## config.mk

```make
export PLATFORM = sky130hd
export DESIGN_NAME = inv_cipher_ctrl
export DESIGN_NICKNAME = d
export VERILOG_FILES = /design/src/rtl/inv_cipher_ctrl.sv
export SDC_FILE = /design/constraint.sdc
export NUM_CORES = 1
export LEC_CHECK = 0
export CAP_MARGIN = 30
export CORE_MARGIN = 2
export CORE_UTILIZATION = 39
export CTS_CLUSTER_DIAMETER = 150
export DETAILED_ROUTE_END_ITERATION = 10
export PLACE_DENSITY_LB_ADDON = 0.2
export SLEW_MARGIN = 5
export SYNTH_ARGS = -nofsm -noshare
export SYNTH_HDL_FRONTEND = slang
export SYNTH_SLANG_ARGS = --single-unit
```

## constraint.sdc

```tcl
create_clock -name clk -period 3.6 [get_ports clk]
set_clock_uncertainty 0.05 [all_clocks]
set_input_delay 0.72 -clock clk [delete_from_list [all_inputs] [get_ports clk]]
set_output_delay 0.72 -clock clk [all_outputs]
set_load 0.02 [all_outputs]
```

## src/rtl/inv_cipher_ctrl.sv

```systemverilog
// Inverse-cipher sequencing controller: whitens the key, drives the inverse
// round stage for NUM_ROUNDS cycles and hands the plaintext downstream.
module inv_cipher_ctrl #(
    parameter int unsigned NUM_ROUNDS  = 2,
    parameter logic [3:0]  COUNT_START = 4'd1
) (
    input  logic        clk,
    input  logic        rst,
    input  logic        in_valid,
    output logic        in_ready,
    input  logic [15:0] in_code,
    input  logic [15:0] in_key,
    output logic [15:0] rd_code,
    output logic [3:0]  rd_count,
    output logic [15:0] rd_keyin,
    input  logic [15:0] rd_altered,
    input  logic [15:0] rd_keyout,
    output logic        out_valid,
    input  logic        out_ready,
    output logic [15:0] out_data,
    output logic        busy
);

    typedef enum logic [1:0] {
        S_IDLE,
        S_LOAD,
        S_ROUND,
        S_DONE
    } state_e;

    localparam logic [3:0] LAST_RND = 4'(NUM_ROUNDS - 1);

    state_e      fsm_q, fsm_d;
    logic [15:0] state_q, state_d;
    logic [15:0] key_q, key_d;
    logic [3:0]  cnt_q, cnt_d;
    logic [3:0]  rnd_q, rnd_d;

    always_ff @(posedge clk) begin
        if (rst) begin
            fsm_q   <= S_IDLE;
            state_q <= '0;
            key_q   <= '0;
            cnt_q   <= '0;
            rnd_q   <= '0;
        end else begin
            fsm_q   <= fsm_d;
            state_q <= state_d;
            key_q   <= key_d;
            cnt_q   <= cnt_d;
            rnd_q   <= rnd_d;
        end
    end

    always_comb begin
        fsm_d   = fsm_q;
        state_d = state_q;
        key_d   = key_q;
        cnt_d   = cnt_q;
        rnd_d   = rnd_q;
        unique case (fsm_q)
            S_IDLE: begin
                if (in_valid) begin
                    state_d = in_code ^ in_key;
                    key_d   = in_key;
                    cnt_d   = COUNT_START;
                    rnd_d   = '0;
                    fsm_d   = S_LOAD;
                end
            end
            S_LOAD: begin
                fsm_d = S_ROUND;
            end
            S_ROUND: begin
                state_d = rd_altered;
                key_d   = rd_keyout;
                cnt_d   = cnt_q + 4'd1;
                rnd_d   = rnd_q + 4'd1;
                if (rnd_q == LAST_RND) begin
                    fsm_d = S_DONE;
                end
            end
            S_DONE: begin
                if (out_ready) begin
                    fsm_d = S_IDLE;
                end
            end
        endcase
    end

    // Handshake outputs are masked while rst is high so an abort never
    // shows a stray ready or valid in the reset cycle itself.
    assign in_ready  = (fsm_q == S_IDLE) && !rst;
    assign out_valid = (fsm_q == S_DONE) && !rst;
    assign busy      = (fsm_q != S_IDLE) && !rst;
    assign out_data  = out_valid ? state_q : 16'h0000;

    assign rd_code  = state_q;
    assign rd_keyin = key_q;
    assign rd_count = cnt_q;

endmodule
```

==> key figures, run 1 <==
Timing
  – Setup violators final: 0
  – Slew Limit Fails: 0
  – Tightest Pin Transition: 0.802 ns
  – RSZ-0062 raised after global routing: false
  – F_max: between 0.3 and 0.4 GHz
  – Fin. Hold Viols: 0
  – Rel. slew slack: 0.455
  – Final Critical Period: between 3 and 4 ns
  – Setup TNS Final: 0 ns
  – Final Cycle Share: 0.885

Run
  – Max Cap Viol: 0

Worst hold path
  – Min-Delay Endpoint: rd_code[15]$_SDFFE_PP0P_
  – Hold Crit Start: rd_code[15]$_SDFFE_PP0P_
  – Hold Crit Depth: 2
  – Worst min path class: register to register

Logic synthesis
  – Synth warn: 0
  – Post-synthesis net count: 333
  – Post-synthesis sequential area ratio: 0.374
  – Synthesized area: 0.00225 mm²
  – Synth cell types: 29
  – Post-Synthesis Cells: 258
  – Top post-synthesis cells by area: dfxtp_1, mux2i_1, xor2_1, a211oi_1, o211ai_1
  – Synth Register Bits: between 40 and 50
  – Post-synth top area share: 0.374
  – Avg Inst Size Synth: just under 9 µm²
  – Cell taking the most area after synthesis: dfxtp_1

Critical path
  – Startpoint types: primary input
  – Reg2reg path depth: 6
  – Crit Path Max Fanout: 17
  – Reg-to-reg slack, setup: 1.44 ns
  – Setup CP Type: primary input to primary output
  – R2r endpoint: rnd_q[2]$_SDFFE_PP0P_
  – Req. time, crit path: 2.83 ns
  – Reg-to-Reg Start: fsm_q[0]$_SDFFE_PP0P_
  – CP Capture Type: primary output
  – CP arrival: 2.42 ns

Finish
  – Nets@finish: 448
  – Finished Layout Cells: between 400 and 500
  – Diode count: 0
  – Most frequent cells in the layout: clkdlybuf4s50_1, dfxtp_1, a21oi_1
  – Area growth from synthesis to layout: 60.3%
  – Share of cells above drive strength 1: 0.0375
  – Most common cell after layout, fill and taps aside: clkdlybuf4s50_1
  – Fill cells: 486

Clocking
  – CTS max path bufs: 2
  – H-tree depth: 2
  – Post-CTS setup repair buffer count: 0
  – CTS tree: done
  – Total CTS buffers: 5
  – # hold bufs at CTS: 0
  – Clk_lat worst skew: 0.30 ns
  – CTS root buffer: clkbuf_8
  – CTS resizes: 0
  – Clock transition at the registers of the reported paths: approximately 0.080 ns
  – Clock Sinks: 42

Run status
  – Status: completed

Floorplan
  – Die span in x: 80.0 µm
  – DIE AREA: 0.00640 mm²
  – Area of the core: 0.00554 mm²
  – # rows: 27
  – Chip Height: 80.0 µm
  – Ports: approximately 120
  – Starting density of the core: 0.406

Power
  – Worst vdd ir: between 0.0002 and 0.0003 V
  – Pleak: 1.29 nW
  – Power Density: roughly 570 mW/mm²

GRT
  – GRT Overall Usage: 0.190
  – Vias in the first global route: approximately 1,900
  – First-pass GRT wire length: a little over 9 mm
  – Initial antenna violation count: 0
  – Total grt overflow: 0
  – Largest net degree at the start of global routing: 50

Place
  – Post-Place Cells: ~440
  – Port Buf Inserts: ~120
  – Post-DP HPWL: ~4.8 mm
  – Routability cong.: ~0.79

Route
  – Initial DRC count: about 80
  – DRC Markers: 0
  – Final WL: just over 6 mm
  – Vias per Instance: 4.87
  – Routed vias: roughly 2,200
  – DR pass1 iterations: 4
  – Antenna Violating Nets Remaining: 0
  – Post-DR wirelength/cell: 13.7 µm
## per-stage QoR
stage	utilization	power, W	area [µm²]	hold WS [ns]	setup slack (ns)
global placement	0.631	0.00169	3500	0.401	0.473
finish	0.651	0.00207	3610	0.413	0.415
detailed placement	0.631	0.00171	3500	0.405	0.435
CTS	0.651	0.00209	3610	0.417	0.430
global route	0.651	0.00221	3610	0.447	0.345
floorplan	-	0.00131	2250	0.405	1.22
## cells in the mapped netlist
master     n
a211o_1    1
a211oi_1  16
a21oi_1   22
a311oi_1   1
a32oi_1    2
and2_1    16
buf_2      7
buf_4      4
buf_6      1
clkbuf_1   6
dfxtp_1   42
ha_1       7
inv_1      7
mux2_4     1
mux2i_1   17
mux2i_2    1
nand2_1   20
nand2b_1  12
nand3_1    2
nand3b_1   1
nor2_1    20
nor2b_1    4
o211ai_1  16
o21ai_0    5
o41ai_1    1
or2b_1     5
or3_1      4
or3b_1     1
xor2_1    16
## final cells by class
class / count / area (µm²) / area share
inverter: 7 / 26.3 / 0.00728
tap: 72 / 90.1 / 0.0250
clock buffer: 6 / 82.6 / 0.0229
timing repair buffer: 126 / 1250 / 0.347
sequential: 42 / 841 / 0.233
multi-input combinational: 191 / 1290 / 0.357
clock inverter: 1 / 30.0 / 0.00832
## registers in the layout, summed over array words and instances, names as in the netlist
signal / flops
fsm_q: 2
rd_code: 16
rd_count: 4
rd_keyin: 16
rnd_q: 4
## cells by family (layout without fill, tap and decap cells)
family,count (synthesis),count (layout),share of synthesized area
simple gates,85,85,0.195
compound gates,64,64,0.186
flops,42,42,0.374
buf+inv,25,140,0.0556
mux,19,19,0.0884
xor+xnor,16,16,0.0623
fa+ha+maj,7,7,0.0389
## per-layer routing
layer / vias up / routed length, µm / part of all wire / global-route usage
li1: 1120 / - / - / -
met1: 957 / 2790 / 0.46 / 0.259
met2: 80 / 2780 / 0.46 / 0.286
met3: 11 / 375 / 0.062 / 0.0385
met4: 0 / 150 / 0.025 / 0.0915
met5: - / 0 / 0 / 0
## worst max-delay path, stage by stage
cell and delay, ns:
clkdlybuf4s50_1 0.55, nor2b_1 0.19, buf_4 0.20, and2_1 0.14, clkdlybuf4s50_1 0.60
## power breakdown
group	switching (W)	total [W]	internal [W]	leakage, nW
Combinational	0.000553	0.00103	0.000475	0.890
Sequential	0.0000768	0.000664	0.000587	0.345
Clock	0.000156	0.000378	0.000222	0.0573
Total	0.000786	0.00207	0.00128	1.29
## worst max path at each step
stage,startpoint,end,slack [ns],cells after the start
after floorplan,rst,out_data[10],1.22,3
after global placement,rst,out_data[13],0.47,5
after detailed placement,rst,out_data[10],0.43,5
after CTS,rst,out_data[10],0.43,5
after global routing,rst,out_data[11],0.35,5
final,rst,out_data[10],0.41,5
Power figures use the tool's default switching activity.
==> inputs of run 2 (changes only) <==
clock period = 3.49 ns   (was 3.6 ns; I/O delays follow)
==> key figures, run 2 (synthesis results as in run 1) <==
Place
  – Port Buf Inserts: 122 (unchanged)
  – Post-DP HPWL: 4.73 mm (-0.55%)
  – Routability cong.: 0.811 (+2.0%)

GRT
  – Vias in the first global route: 1,994 (+4.3%)
  – Largest net degree at the start of global routing: 52 (+4.0%)
  – First-pass GRT wire length: 9.63 mm (+3.6%)
  – Initial antenna violation count: 0 (unchanged)
  – GRT Overall Usage: 0.194 (+0.00355)
  – Total grt overflow: 0 (unchanged)

Clocking
  – CTS tree: done
  – Clock Sinks: 42 (unchanged)
  – CTS resizes: 0 (unchanged)
  – Clk_lat worst skew: 0.29 ns (about the same)
  – CTS root buffer: clkbuf_8
  – CTS max path bufs: 2 (unchanged)
  – Total CTS buffers: 5 (unchanged)
  – H-tree depth: 2 (unchanged)
  – # hold bufs at CTS: 0 (unchanged)
  – Clock transition at the registers of the reported paths: 0.08 ns (about the same)
  – Post-CTS setup repair buffer count: 0 (unchanged)

Power
  – Sequential Power Share: 0.332 (+0.011)
  – Worst vdd ir: 0.000309 V (+4.1%)
  – Cell-internal power: 0.00125 W (-2.3%)
  – Sw frac: 0.391 (+0.0109)
  – Clock power share: 0.155 (-0.028)
  – Power Density: 574 mW/mm² (about the same)
  – Psw: 0.000804 W (+2.3%)
  – Pleak: 1.28 nW (-0.70%)
  – Combinational power share: 0.513 (+0.017)

Floorplan
  – Ports: 123 (unchanged)
  – Die span in x: 80.0 µm (unchanged)
  – Starting density of the core: 0.406 (unchanged)
  – DIE AREA: 0.00640 mm² (unchanged)
  – Chip Height: 80.0 µm (unchanged)
  – # rows: 27 (unchanged)
  – Area of the core: 0.00554 mm² (unchanged)

Route
  – Vias per Instance: 4.89 (+0.47%)
  – DRC Markers: 0 (unchanged)
  – Post-DR wirelength/cell: 13.7 µm (about the same)
  – DR pass1 iterations: 4 (unchanged)
  – Initial DRC count: 121 (+53%)
  – Antenna Violating Nets Remaining: 0 (unchanged)
  – Routed vias: 2,183 (+0.69%)
  – Final WL: 6.11 mm (+0.25%)

Critical path
  – Req. time, crit path: 2.74 ns (-0.09 ns)
  – Crit Path Max Fanout: 17 (unchanged)
  – CP arrival: 2.34 ns (-0.08 ns)
  – Setup CP Type: primary input to primary output
  – CP Capture Type: primary output
  – Reg2reg path depth: 6 (unchanged)
  – Startpoint types: primary input

Worst hold path
  – Hold Crit Depth: 2 (unchanged)
  – Worst min path class: register to register

Finish
  – Area growth from synthesis to layout: 59.4%
  – Share of cells above drive strength 1: 0.0374 (-0.000100)
  – Diode count: 0 (unchanged)
  – Most frequent cells in the layout: clkdlybuf4s50_1, dfxtp_1, a21oi_1
  – Final core occ: 0.647 (-0.00384)
  – Nets@finish: 448 (unchanged)
  – Most common cell after layout, fill and taps aside: clkdlybuf4s50_1

Timing
  – Slew Limit Fails: 0 (unchanged)
  – F_max: 0.324 GHz
  – Final Critical Period: 3.08 ns
  – Final Cycle Share: 0.884
  – Fin. Hold Viols: 0 (unchanged)
  – Setup TNS Final: 0 ns (unchanged)
  – RSZ-0062 raised after global routing: false
  – Setup violators final: 0 (unchanged)
  – Rel. slew slack: 0.600 (+0.145)
  – Tightest Pin Transition: 0.589 ns (-0.213 ns)

Run
  – Max Cap Viol: 0 (unchanged)

Run status
  – Status: completed
-- run 2: final timing paths --
check / from / end / slack (ns)
worst min register to register: rd_code[8]$_SDFFE_PP0P_ / rd_code[8]$_SDFFE_PP0P_ / 0.41
worst max register to register: fsm_q[0]$_SDFFE_PP0P_ / rd_code[15]$_SDFFE_PP0P_ / 1.51
worst min-delay path: rd_code[8]$_SDFFE_PP0P_ / rd_code[8]$_SDFFE_PP0P_ / 0.41
worst max-delay path: rst / out_data[8] / 0.41
-- run 2: power groups by stage --
stage	Clock [W]	Sequential [W]	Combinational, W
floorplan	0	0.000824	0.000530
global placement	0	0.000690	0.00105
detailed placement	0	0.000695	0.00106
CTS	0.000329	0.000685	0.00106
global route	0.000347	0.000702	0.00116
finish	0.000319	0.000683	0.00106
-- run 2: area by class of cell --
cell class | instances | area, µm²
clock buffer | 7 | 86.3
clock inverter | 1 | 5.00
fill | 500 | 1950
inverter | 7 | 26.3
multi-input combinational | 191 | 1290
sequential | 42 | 841
tap | 72 | 90.1
timing repair buffer | 126 | 1250
-- run 2: per-layer routing --
layer	vias up	part of all wire	track usage	wire length [µm]
li1	1121	-	-	-
met1	966	0.46	0.259	2790
met2	81	0.46	0.302	2800
met3	15	0.060	0.0430	365
met4	0	0.024	0.0780	149
met5	-	0	0	0
-- run 2: worst max-delay path: stages --
cell and delay, ns:
clkdlybuf4s50_1 0.53, nor2b_1 0.16, buf_4 0.20, and2_1 0.15, clkdlybuf4s50_1 0.60
-- run 2: through the flow --
step	total power [W]	hold slack (ns)	instance area, µm²	worst slack [ns]	std cells
final	0.00206	0.412	3590	0.407	446
after global placement	0.00174	0.401	3500	0.426	438
after global routing	0.00221	0.453	3590	0.290	446
after floorplan	0.00135	0.405	2250	1.15	258
after detailed placement	0.00176	0.405	3500	0.387	438
after CTS	0.00208	0.417	3590	0.384	446
==> inputs of run 3 (changes only) <==
ABC_AREA = 1   (was not set)
==> key figures, run 3 <==
Run status
  – Status: completed

Floorplan
  – Ports: 123 (unchanged)
  – Die span in x: 81.6 µm (+2.1%)
  – Area of the core: 0.00589 mm² (+6.2%)
  – Starting density of the core: 0.399 (-0.00704)
  – # rows: 28 (+3.7%)
  – DIE AREA: 0.00666 mm² (+4.2%)
  – Chip Height: 81.6 µm (+2.1%)

Worst hold path
  – Worst min path class: register to register

Timing
  – F_max: 0.327 GHz (+0.75%)
  – Setup violators final: 0 (unchanged)
  – Tightest Pin Transition: 0.469 ns (-0.120 ns)
  – RSZ-0062 raised after global routing: false
  – Rel. slew slack: 0.686 (+0.0869)
  – Final Cycle Share: 0.877 (-0.00658)
  – Slew Limit Fails: 0 (unchanged)
  – Final Critical Period: 3.06 ns (-0.0230 ns)
  – Setup TNS Final: 0 ns (unchanged)
  – Fin. Hold Viols: 0 (unchanged)

Power
  – Worst vdd ir: 0.000496 V (+61%)
  – Pleak: 1.60 nW (+25%)
  – Power Density: 768 mW/mm² (+34%)

GRT
  – Vias in the first global route: 2,288 (+15%)
  – GRT Overall Usage: 0.210 (+0.0159)
  – Met2 Use GR: 0.347 (+0.0451)
  – Largest net degree at the start of global routing: 38 (-27%)
  – GRT Max-Usage Layer: met2
  – Initial antenna violation count: 0 (unchanged)
  – First-pass GRT wire length: 10.9 mm (+13%)
  – GR Layer Usage met1: 0.272 (+0.0134)
  – Met3 Resource Use GR: 0.0516 (+0.00866)
  – Total grt overflow: 0 (unchanged)

Route
  – Antenna Violating Nets Remaining: 0 (unchanged)
  – Post-DR wirelength/cell: 12.7 µm (-7.5%)
  – Initial DRC count: 104 (-14%)
  – DRC Markers: 0 (unchanged)
  – Final WL: 7.06 mm (+15%)
  – Vias per Instance: 4.64 (-5.2%)
  – DR pass1 iterations: 4 (unchanged)
  – Routed vias: 2,585 (+18%)

Clocking
  – CTS tree: done
  – Clock Sinks: 42 (unchanged)
  – H-tree depth: 2 (unchanged)
  – Clock transition at the registers of the reported paths: 0.08 ns (about the same)
  – Post-CTS setup repair buffer count: 0 (unchanged)
  – Total CTS buffers: 5 (unchanged)
  – CTS max path bufs: 2 (unchanged)
  – # hold bufs at CTS: 0 (unchanged)
  – CTS root buffer: clkbuf_8
  – Clk_lat worst skew: 0.29 ns (about the same)
  – CTS resizes: 0 (unchanged)

Finish
  – Nets@finish: 556 (+24%)
  – Area growth from synthesis to layout: 56.5%
  – Final core occ: 0.625 (-0.0225)
  – Fill cells: 558 (+12%)
  – Most common cell after layout, fill and taps aside: clkdlybuf4s50_1
  – Diode count: 0 (unchanged)
  – Most frequent cells in the layout: clkdlybuf4s50_1, nand2_1, nor2_1
  – Share of cells above drive strength 1: 0.0353 (-0.00216)

Logic synthesis
  – Synth warn: 0 (unchanged)
  – Post-Synthesis Cells: 367 (+42%)
  – Synth Flop Type: dfxtp_1
  – Synth cell types: 19 (-34%)
  – Top-count cell post-synth: nand2_1
  – Most frequent cells after synthesis: nand2_1, nor2_1, dfxtp_1
  – Post-synth top area share: 0.358 (-0.0157)
  – Cell taking the most area after synthesis: dfxtp_1
  – Synth Register Bits: 42 (unchanged)
  – EDFF count, synth: 0 (unchanged)
  – Avg Inst Size Synth: 6.40 µm² (-27%)
  – Top post-synthesis cells by area: dfxtp_1, nand2_1, nor2_1, o21ai_0, xor2_1
  – Post-synthesis net count: 442 (+33%)
  – Post-synthesis sequential area ratio: 0.358 (-0.0157)
  – Synthesized area: 0.00235 mm² (+4.4%)
  – FFs w/ async S/R, synth: 0 (unchanged)

Place
  – Routability cong.: 0.925 (+14%)
  – Post-DP HPWL: 5.32 mm (+12%)
  – Port Buf Inserts: 122 (unchanged)

Run
  – Max Cap Viol: 0 (unchanged)

Critical path
  – Reg-to-reg slack, setup: 1.31 ns (-0.20 ns)
  – Req. time, crit path: 2.74 ns (about the same)
  – Setup CP Type: primary input to primary output
  – CP Capture Type: primary output
  – Startpoint types: primary input
  – Crit Path Max Fanout: 17 (unchanged)
  – CP arrival: 2.31 ns (-0.03 ns)
-- run 3: cell types whose count changed in the layout (fill, tap and decap cells not counted), moves of 16 or more --
cell / delta
and2_1: -16
inv_1: +24
a211oi_1: -16
o21ai_0: +26
nor2_1: +60
mux2i_1: -17
o211ai_1: -16
nand2_1: +83
-- run 3: path summary, 6_finish.rpt --
path / startpoint / to / cells past startpoint
hold / removal: rd_count[0]$_SDFFE_PP0P_ / rd_count[0]$_SDFFE_PP0P_ / 2
hold reg to reg: rd_count[0]$_SDFFE_PP0P_ / rd_count[0]$_SDFFE_PP0P_ / 2
setup reg to reg: fsm_q[0]$_SDFFE_PP0P_ / rd_keyin[14]$_SDFFE_PP0P_ / 9
setup / recovery: rst / out_data[11] / 6
-- run 3: worst max-delay path: stages --
cell,delay (ns)
clkdlybuf4s50_1,0.52
inv_1,0.12
nand2_1,0.05
buf_4,0.19
nor2_1,0.11
clkdlybuf4s50_1,0.62
-- run 3: area by class of cell --
type,count,area [µm²],share of cell area
Sequential cell,42,841,0.229
Inverter,34,130,0.0354
Clock buffer,6,82.6,0.0224
Timing Repair Buffer,127,1270,0.346
Tap cell,75,93.8,0.0255
Clock inverter,2,12.5,0.00340
Multi-Input combinational cell,271,1250,0.339
-- run 3: cell families after synthesis --
family / count (synthesis) / share of synthesized area
simple gates: 191 / 0.310
fa+ha+maj: 7 / 0.0373
compound gates: 57 / 0.121
buf+inv: 54 / 0.113
xor+xnor: 16 / 0.0596
flops: 42 / 0.358
-- run 3: layer usage --
metal,routed length (µm),up-vias
li1,-,1349
met2,3360,77
met4,127,0
met3,469,10
met5,0,-
met1,3100,1149
-- run 3: through the flow --
stage / instances / hold WS, ns / total power [W] / cell area [µm²] / setup slack, ns
2_1_floorplan: 367 / 0.413 / 0.00194 / 2350 / 1.23
6_report: 557 / 0.467 / 0.00282 / 3680 / 0.430
5_1_grt: 557 / 0.491 / 0.00306 / 3680 / 0.324
3_3_place_gp: 549 / 0.442 / 0.00247 / 3580 / 0.447
3_5_place_dp: 549 / 0.446 / 0.00251 / 3580 / 0.413
4_1_cts: 557 / 0.466 / 0.00285 / 3680 / 0.409
-- run 3: report_power, final --
| group | total (W) | internal, W | switching, W |
|---|---|---|---|
| clock network | 0.000331 | 0.000159 | 0.000172 |
| registers | 0.000794 | 0.000672 | 0.000122 |
| logic | 0.00170 | 0.000696 | 0.00100 |
| total | 0.00282 | 0.00153 | 0.00130 |
